**src/rtl/norm_pkg.sv**
```systemverilog
// Shared types and fp32 arithmetic helpers for the squared-norm scheduler.
// fp32 cores round to nearest even and flush denormal inputs and outputs to zero.
package norm_pkg;

  localparam int VEC_W = 96;
  localparam int FP_W  = 32;
  localparam logic [FP_W-1:0] FP_ONE = 32'h3F800000;

  typedef struct packed {
    logic [FP_W-1:0] z;
    logic [FP_W-1:0] y;
    logic [FP_W-1:0] x;
  } vec3_t;

  function automatic logic [FP_W-1:0] fp32_mul(input logic [FP_W-1:0] a, input logic [FP_W-1:0] b);
    logic        sign;
    logic [47:0] p;
    logic [24:0] rnd;
    logic        g;
    logic        st;
    int          e;
    sign = a[31] ^ b[31];
    if (a[30:23] == 8'hFF || b[30:23] == 8'hFF) return {sign, 8'hFF, 23'd0};
    if (a[30:23] == 8'h00 || b[30:23] == 8'h00) return {sign, 31'd0};
    p = 48'({1'b1, a[22:0]}) * 48'({1'b1, b[22:0]});
    e = int'(a[30:23]) + int'(b[30:23]) - 127;
    if (p[47]) begin
      rnd = {1'b0, p[47:24]};
      g   = p[23];
      st  = |p[22:0];
      e   = e + 1;
    end else begin
      rnd = {1'b0, p[46:23]};
      g   = p[22];
      st  = |p[21:0];
    end
    rnd = rnd + 25'(g & (st | rnd[0]));
    if (rnd[24]) begin
      rnd = rnd >> 1;
      e   = e + 1;
    end
    if (e >= 255) return {sign, 8'hFF, 23'd0};
    if (e <= 0) return {sign, 31'd0};
    return {sign, e[7:0], rnd[22:0]};
  endfunction

  // Operands are ordered by magnitude so the smaller one is always the one aligned.
  function automatic logic [FP_W-1:0] fp32_add(input logic [FP_W-1:0] a, input logic [FP_W-1:0] b);
    logic [31:0] big;
    logic [31:0] sml;
    logic [26:0] mb;
    logic [26:0] ms;
    logic [26:0] lost;
    logic [27:0] s;
    logic [24:0] rnd;
    int          e;
    int          d;
    if (a[30:0] >= b[30:0]) begin
      big = a;
      sml = b;
    end else begin
      big = b;
      sml = a;
    end
    if (big[30:23] == 8'h00) return {big[31], 31'd0};
    if (big[30:23] == 8'hFF || sml[30:23] == 8'h00) return big;
    e  = int'(big[30:23]);
    d  = e - int'(sml[30:23]);
    mb = {1'b1, big[22:0], 3'b000};
    ms = {1'b1, sml[22:0], 3'b000};
    if (d > 26) begin
      ms = 27'd1;
    end else begin
      lost = ms & ((27'd1 << d) - 27'd1);
      ms   = (ms >> d) | {26'd0, |lost};
    end
    s = (big[31] == sml[31]) ? ({1'b0, mb} + {1'b0, ms}) : ({1'b0, mb} - {1'b0, ms});
    if (s == 28'd0) return 32'd0;
    if (s[27]) begin
      s = {1'b0, s[27:2], s[1] | s[0]};
      e = e + 1;
    end
    for (int i = 0; i < 26; i++) begin
      if (!s[26]) begin
        s = s << 1;
        e = e - 1;
      end
    end
    rnd = {1'b0, s[26:3]} + 25'(s[2] & (s[3] | s[1] | s[0]));
    if (rnd[24]) begin
      rnd = rnd >> 1;
      e   = e + 1;
    end
    if (e >= 255) return {big[31], 8'hFF, 23'd0};
    if (e <= 0) return {big[31], 31'd0};
    return {big[31], e[7:0], rnd[22:0]};
  endfunction

  // Squared-norm datapath, summed as (x^2 + y^2) + z^2.
  function automatic logic [FP_W-1:0] sq_norm(input vec3_t v);
    return fp32_add(fp32_add(fp32_mul(v.x, v.x), fp32_mul(v.y, v.y)), fp32_mul(v.z, v.z));
  endfunction

endpackage

```
**src/rtl/rr_arbiter.sv**
```systemverilog
// Combinational round-robin arbiter: the search starts just after ptr and wraps.
module rr_arbiter #(
  parameter int N  = 4,
  parameter int IW = 2
) (
  input  logic [N-1:0]  req,
  input  logic [IW-1:0] ptr,
  output logic [N-1:0]  grant,
  output logic [IW-1:0] grant_idx
);

  logic [IW-1:0] idx;

  // Scan from lowest to highest priority so the highest-priority hit is written last.
  always_comb begin
    grant     = '0;
    grant_idx = '0;
    idx       = '0;
    for (int k = N; k >= 1; k--) begin
      idx = IW'((int'(ptr) + k) % N);
      if (req[idx]) begin
        grant      = '0;
        grant[idx] = 1'b1;
        grant_idx  = idx;
      end
    end
  end

endmodule

```
**src/rtl/norm_rr_sched.sv**
```systemverilog
// Round-robin scheduler sharing one squared-norm datapath among N_REQ requesters,
// with an operand register (S1) and an output register (S2) around the datapath.
module norm_rr_sched
  import norm_pkg::*;
#(
  parameter int N_REQ = 4,
  parameter int ID_W  = 2
) (
  input  logic                   clk,
  input  logic                   rst,
  input  logic [N_REQ-1:0]       req_valid,
  output logic [N_REQ-1:0]       req_ready,
  input  logic [VEC_W*N_REQ-1:0] req_vec,
  output logic                   res_valid,
  input  logic                   res_ready,
  output logic [FP_W-1:0]        res_norm,
  output logic [ID_W-1:0]        res_id,
  output logic                   busy
);

  logic            s1_v;
  vec3_t           s1_vec;
  logic [ID_W-1:0] s1_id;
  logic [ID_W-1:0] rr_ptr;
  logic [N_REQ-1:0] grant;
  logic [ID_W-1:0] grant_idx;
  logic            s2_load;
  logic            s1_free;
  logic            accept;
  vec3_t           sel_vec;
  logic [FP_W-1:0] norm_val;

  rr_arbiter #(.N(N_REQ), .IW(ID_W)) u_arb (
    .req       (req_valid),
    .ptr       (rr_ptr),
    .grant     (grant),
    .grant_idx (grant_idx)
  );

  assign s2_load   = s1_v & (~res_valid | res_ready);
  assign s1_free   = ~s1_v | s2_load;
  assign accept    = s1_free & (|req_valid) & ~rst;
  assign req_ready = rst ? '0 : (grant & {N_REQ{s1_free}});
  assign busy      = s1_v | res_valid;
  assign sel_vec   = vec3_t'(VEC_W'(req_vec >> (VEC_W * int'(grant_idx))));
  assign norm_val  = sq_norm(s1_vec);

  // S1 may refill on the same edge that S2 takes its contents, so there is no bubble.
  always_ff @(posedge clk) begin
    if (rst) begin
      s1_v      <= 1'b0;
      res_valid <= 1'b0;
      res_norm  <= '0;
      res_id    <= '0;
      rr_ptr    <= ID_W'(N_REQ - 1);
    end else begin
      if (s2_load) begin
        res_valid <= 1'b1;
        res_norm  <= norm_val;
        res_id    <= s1_id;
      end else if (res_ready) begin
        res_valid <= 1'b0;
      end
      if (accept) begin
        s1_v   <= 1'b1;
        s1_vec <= sel_vec;
        s1_id  <= grant_idx;
        rr_ptr <= grant_idx;
      end else if (s2_load) begin
        s1_v <= 1'b0;
      end
    end
  end

endmodule

```
**config.mk**
```make
export PLATFORM = sky130hd
export DESIGN_NAME = norm_rr_sched
export DESIGN_NICKNAME = d
export VERILOG_FILES = /design/src/rtl/norm_pkg.sv /design/src/rtl/rr_arbiter.sv /design/src/rtl/norm_rr_sched.sv
export SDC_FILE = /design/constraint.sdc
export NUM_CORES = 2
export LEC_CHECK = 0
export ABC_AREA = 1
export CAP_MARGIN = 25
export CORE_MARGIN = 2
export CORE_UTILIZATION = 45
export DETAILED_ROUTE_END_ITERATION = 12
export GPL_ROUTABILITY_DRIVEN = 0
export PLACE_DENSITY = 0.73
export SETUP_SLACK_MARGIN = 0.02
export SLEW_MARGIN = 0
export SYNTH_ARGS = -nofsm -noshare
export SYNTH_HDL_FRONTEND = slang
export SYNTH_SLANG_ARGS = --single-unit
```
**constraint.sdc**
```tcl
create_clock -name clk -period 27.7 [get_ports clk]
set_input_delay 4.155 -clock clk [delete_from_list [all_inputs] [get_ports clk]]
set_output_delay 4.155 -clock clk [all_outputs]
set_load 0.02 [all_outputs]
```
# Word level (Yosys, flattened, before mapping)
# Index checks and enable logic that the tools add are counted.
# totals
reg_bits,133
latchBits,0
ram_bits,0
romBits,0
in_bits,391
output_inout_bits,40
wordCells,822
memories,0
# classes
n_addsub,85
mul,4
div,0
order_cmp,22
n_eq_ne,7
shift,5
mux,635
n_bitwise,28
reduce_logical,27
# ops
operator,count
two-way mux 32 bit,288
two-way mux 27 bit,222
subtractor 32 x 2 -> 32 bit (second input constant),52
>> shifter 384 x 9 -> 95 bit,1
adder 32 x 2 -> 32 bit (second input constant),5
greater-or-equal comparator 32 x 9 -> 1 bit (second input constant),5
less-or-equal comparator 32 x 1 -> 1 bit (second input constant),5
two-way mux 25 bit,6
multiplier 24 x 24 -> 48 bit,3
two-way mux 23 bit,5
two-way mux 1 bit,90
adder 25 x 1 -> 25 bit,3
two-way mux 24 bit,3
OR reduction 23 bit,3
OR reduction 22 bit,3
left shift 1 x 32 -> 27 bit (first input constant),2
>> shifter 27 x 32 -> 27 bit,2
greater-or-equal comparator 31 bit,2
adder 27 x 27 -> 28 bit,2
zero test 28 bit,2
zero test 8 bit,7
two-way mux 28 bit,2
subtractor 27 x 27 -> 28 bit,2
AND 27 bit,2
31 further kinds,96

# Depth between registers and ports, before layout
# depth
ltp_word,360
depth_mapped,225
depth_no_buf,211

# Modules after synthesis
# Synthesis repeated with hierarchy kept, for this count alone.
# hier_totals
cells_unflattened,11594
area_unflattened_um2,80262.0
# modules_own_cells
mod,n_inst,cells_per_inst,area_each_um2,seq_area_each_um2
norm_rr_sched,1,11508,79825.3,3593.4
rr_arbiter,1,86,436.7,0.0

# Worst setup path after synthesis
# OpenSTA, ideal clock, no wires.
# synth_path
path_kind,register to register
startpoint,reg s1_vec[14] in the netlist's numbering
endpoint,reg res_norm[11]
setup_ns,0.136
t_arrival_ns,27.383
t_required_ns,27.564
path_slack_ns,0.181
path_stages_with_launch,195
path_buffers,19
period_less_slack_ns,27.519
path_cell_list,edfxtp_1 clkbuf_1 nand2_1 fa_1 inv_1 fa_1 inv_1 fa_1 inv_1 fa_1 inv_1 fa_1 inv_1 fa_1 inv_1 fa_1 inv_1 ha_1 (+159 left out) ha_1 o21ai_2 clkbuf_1 ha_1 inv_1 nor2_2 nand4_1 nand2_1 nand2_1 nand2_1 nand4_1 nor2_2 nand2_2 nand3_2 buf_6 o21ai_1 nand2_1 a21oi_2
# synth_between
elab_chain_cells,346
word_cells_on_any_way,645
cone_classes,68 x add/sub; 1 x mul; 10 x order compare; 4 x eq/ne; 4 x shift; 532 x mux; 14 x bitwise; 12 x reduce/logical
# synth_rtl
element,line,source
"start, declared",norm_rr_sched.sv:22,vec3_t s1_vec;
"start signal, assigned",norm_rr_sched.sv:66,s1_vec <= sel_vec;
multiplier 24 x 24 -> 48 bit (*),norm_pkg.sv:25,"p = 48'({1'b1, a[22:0]}) * 48'({1'b1, b[22:0]});"
OR reduction 23 bit / OR reduction 22 bit (equally long branches),"norm_pkg.sv:30, norm_pkg.sv:35",
two-way mux 1 bit,norm_pkg.sv:27,if (p[47]) begin
two-way mux 1 bit,norm_pkg.sv:25,
two-way mux 1 bit,norm_pkg.sv:24,"if (a[30:23] == 8'h00 || b[30:23] == 8'h00) return {sign, 31'd0};"
OR 1 bit,norm_pkg.sv:37,rnd = rnd + 25'(g & (st | rnd[0]));
AND 1 bit,norm_pkg.sv:37,
adder 25 x 1 -> 25 bit,norm_pkg.sv:37,
(+330 left out),-,
two-way mux 1 bit,norm_pkg.sv:79,if (s[27]) begin
two-way mux 1 bit,norm_pkg.sv:67,e = int'(big[30:23]);
two-way mux 1 bit,norm_pkg.sv:66,if (big[30:23] == 8'hFF || sml[30:23] == 8'h00) return big;
two-way mux 32 bit,norm_pkg.sv:96,"return {big[31], e[7:0], rnd[22:0]};"
two-way mux 32 bit,norm_pkg.sv:95,"if (e <= 0) return {big[31], 31'd0};"
two-way mux 32 bit,norm_pkg.sv:79,
two-way mux 32 bit,norm_pkg.sv:67,
two-way mux 32 bit (*),norm_pkg.sv:66,
"end signal, assigned",norm_rr_sched.sv:59,res_norm <= norm_val;
"end, declared",norm_rr_sched.sv:16,"output logic [FP_W-1:0] res_norm,"
# Every way passes the cells marked *; elsewhere a longest branch is shown, timed or not. The select of a mux whose other input is x is not followed.
# A chain may end at the register's enable or synchronous reset.

# Worst setup path in the final report
# layout_path
startpoint,reg s1_vec[46] in the netlist's numbering
endpoint,reg res_norm[11]
# Same word-level chain as after synthesis.

==> results.json <==
{
  "outcome": "finished, final reports clean",
  "rr_startpoint": "s1_vec[46]$_DFFE_PP_",
  "reg2regPathDepth": 197,
  "finalHoldViolCount": 0,
  "drc_errors": 0,
  "io_pins": 431,
  "post_drt_wl_per_cell_um": 18.6,
  "yosysMostFrequentCell": "inv_1",
  "worstSkewPairLatency_ns": 0.55,
  "ff2ff_setup_slack_ns": 0.94,
  "cp_common_cell": "nand2_2",
  "ctsHoldBuffers": 0,
  "critPathRequiredTime_ns": 28.07,
  "synthToLayoutAreaGrowth_pct": 22.9,
  "drt_pass1_iterations": 9,
  "arrival_ns": 27.13,
  "max_stage_delay_ns": 0.58,
  "grt-ovfl-total": 0,
  "synth_common_cells": "2767 x inv_1, 2600 x nand2_1, 1271 x fa_1, 899 x nor2_1, 689 x ha_1",
  "via_count": 78000,
  "synth_nets": 13700,
  "crit_type": "reg -> reg",
  "period_needed_ns": 26.76,
  "cts_buffers": 17,
  "postLayoutCoreUtil": 0.557,
  "cp.depth": 197,
  "crit_path_start_kind": "flip-flop",
  "vias_per_cell": 5.24,
  "drv_slew": 0,
  "numPortBuffers": 417,
  "synth_top_area_cell": "fa_1",
  "cp_max_fo": 10,
  "post-route-period-util": 0.966,
  "row_count": 154,
  "grt_pass1_wl_um": 410000,
  "die-area_mm2": 0.181,
  "cap_violations": 0,
  "synth_edf_count": 95,
  "worst_setup_path_end_kind": "flip-flop",
  "core_region_area_mm2": 0.176,
  "synth_flop_cell": "edfxtp_1",
  "relSlewSlack": 0.181,
  "nFillCells": 15900,
  "max_freq_mhz": 37.4,
  "endpoint": "res_norm[11]$_SDFFE_PP0P_",
  "skew_ns": 0.0249,
  "grt_pass1_vias": 75000,
  "die_x_um": 425,
  "worst_path_max_delay_cell": "fa_1",
  "synthCells": 11300,
  "clk_pin_slew_ns": 0.07,
  "synth_area_leaders": "fa_1 32%, inv_1 13%, nand2_1 12%, ha_1 11%, nor2_1 4.2%",
  "pre_cts_slack_ns": -0.406,
  "final_nets": 14900,
  "grt_start_max_net_pins": 72,
  "hpwlAfterDp_um": 224000,
  "synthArstFlopShare": 0,
  "fin_ws_ns": 0.941,
  "initial_core_util": 0.453,
  "cts_buffer_depth": 2,
  "htreeDepth": 4,
  "ys_types": 94,
  "synth_top_area_share": 0.319,
  "grt.total_usage": 0.291,
  "worstReg2RegEnd": "res_norm[11]$_SDFFE_PP0P_",
  "wl_um": 276000,
  "syn_avg_cell_area_um2": 7.04,
  "worstHoldPathType": "reg -> reg",
  "drt_iter0_drc": 7260,
  "clkSinkCount": 132,
  "crit_buf_inv": 36,
  "antenna_found_initial": 43,
  "mappedNetlistArea_mm2": 0.0799,
  "yosysWarnings": 0,
  "rsz0062_at_grt": "true",
  "root_buffer": "clkbuf_16",
  "synth-seq-area-share": 0.0450,
  "die_height_um": 425,
  "worstMarginPinSlew_ns": 1.22,
  "ys_seq_elements": 132,
  "crit_path_start": "s1_vec[46]$_DFFE_PP_",
  "cp_top_family": "simple AND/OR/NAND/NOR gates",
  "cts_tree": "built",
  "ant_nets": 0,
  "drive_gt1_frac": 0.168,
  "setup_violations": 0
}
==> layer usage <==
metal | global-route usage | up-vias | wire length, um
met4 | 0.177 | 22 | 20700
li1 | - | 36800 | -
met2 | 0.467 | 3413 | 124000
met5 | 0 | - | 155
met1 | 0.358 | 37100 | 104000
met3 | 0.0637 | 771 | 27500
==> worst reg2reg max path: cells and delay by family (launching register included) <==
kind                     cells  cell delay, ns
buffers and inverters       36            4.21
adder cells (fa/ha/maj)     17            5.85
AO/OA/AOI/OAI               41            5.73
AND/OR/NAND/NOR            103           10.39
flip-flops                   1            0.43
==> worst min-delay path by stage <==
stage	cells past startpoint	to	startpoint
after floorplan	2	res_valid$_SDFFE_PP0P_	s1_v$_SDFFE_PP0P_
after global placement	2	res_norm[22]$_SDFFE_PP0P_	res_norm[22]$_SDFFE_PP0P_
after detailed placement	2	res_norm[29]$_SDFFE_PP0P_	res_norm[29]$_SDFFE_PP0P_
after CTS	2	res_norm[18]$_SDFFE_PP0P_	res_norm[18]$_SDFFE_PP0P_
after global routing	2	res_norm[18]$_SDFFE_PP0P_	res_norm[18]$_SDFFE_PP0P_
final	2	res_norm[10]$_SDFFE_PP0P_	res_norm[10]$_SDFFE_PP0P_
==> logic make-up after synthesis <==
kind of cell,after synthesis,share of synthesized area
AND/OR/NAND/NOR,4558,0.248
buffers and inverters,3186,0.157
adder cells (fa/ha/maj),1960,0.427
AO/OA/AOI/OAI,1211,0.0904
XOR/XNOR,283,0.0316
flip-flops,132,0.0450
multiplexers,11,0.00138
other,1,0.0000470
==> through the flow <==
stage               area, um^2  TNS, ns  instances  hold slack, ns
floorplan                79900        0      11300           0.466
global placement         91700   -0.936      14600           0.456
detailed placement       91700   -10.48      14600           0.458
CTS                      92500        0      14600           0.470
global route             98200   -18.46      14900           0.483
finish                   98200        0      14900           0.468
==> cells in the final DEF, fill, tap and decap left out, drive strengths merged, types with 6 or more instances in the layout <==
| cell type | synthesis | final |
|---|---|---|
| mux2i | 11 | 11 |
| fa | 1271 | 1271 |
| o21a | 21 | 21 |
| clkinvlp | 0 | 6 |
| a31oi | 20 | 20 |
| nand3b | 17 | 17 |
| nand4 | 155 | 155 |
| o32ai | 93 | 93 |
| o21ai | 539 | 539 |
| or2 | 31 | 31 |
| xor2 | 209 | 209 |
| clkdlybuf4s50 | 1 | 416 |
| clkbuf | 262 | 45 |
| o221ai | 6 | 6 |
| o22ai | 20 | 20 |
| diode | 0 | 31 |
| nor4 | 33 | 33 |
| a22oi | 13 | 13 |
| o2111ai | 7 | 7 |
| and3 | 7 | 7 |
| dfxtp | 37 | 37 |
| buf | 84 | 1052 |
| a21boi | 6 | 6 |
| a21o | 11 | 11 |
| nor2 | 982 | 982 |
| a211oi | 17 | 17 |
| o21bai | 37 | 37 |
| xnor2 | 74 | 74 |
| o211ai | 27 | 27 |
| nand2 | 2797 | 2799 |
| ha | 689 | 689 |
| inv | 2811 | 2819 |
| nor3 | 91 | 91 |
| nand3 | 433 | 434 |
| o31ai | 6 | 6 |
| clkinv | 18 | 17 |
| a21oi | 361 | 361 |
| edfxtp | 95 | 95 |
==> cell type report <==
type | instances | area (um^2) | share of cell area
multi-input combinational | 8027 | 66800 | 0.680
antenna | 31 | 77.6 | 0.000790
sequential | 132 | 3590 | 0.0366
timing repair buffer | 1495 | 13500 | 0.138
clock inverter | 14 | 144 | 0.00147
tap | 2340 | 2930 | 0.0298
clock buffer | 18 | 429 | 0.00437
inverter | 2829 | 10700 | 0.109
==> repair_timing <==
action / 4_1_cts / 5_1_grt
setup buffers: 12 / 213
pin swaps: 0 / 301
endpoints found under the setup margin: 31 / 31
gates resized for setup: 29 / 820
gates cloned: 0 / 29
==> sequential cells by signal (all words and copies together) (netlist names) <==
signal / count
s1_id: 2
rr_ptr: 2
s1_v: 1
s1_vec: 93
res_norm: 31
res_valid: 1
res_id: 2
Power is left out: the tool's default activity adds up to more than one toggle a clock period on the data nets, which glitch-free logic cannot reach.
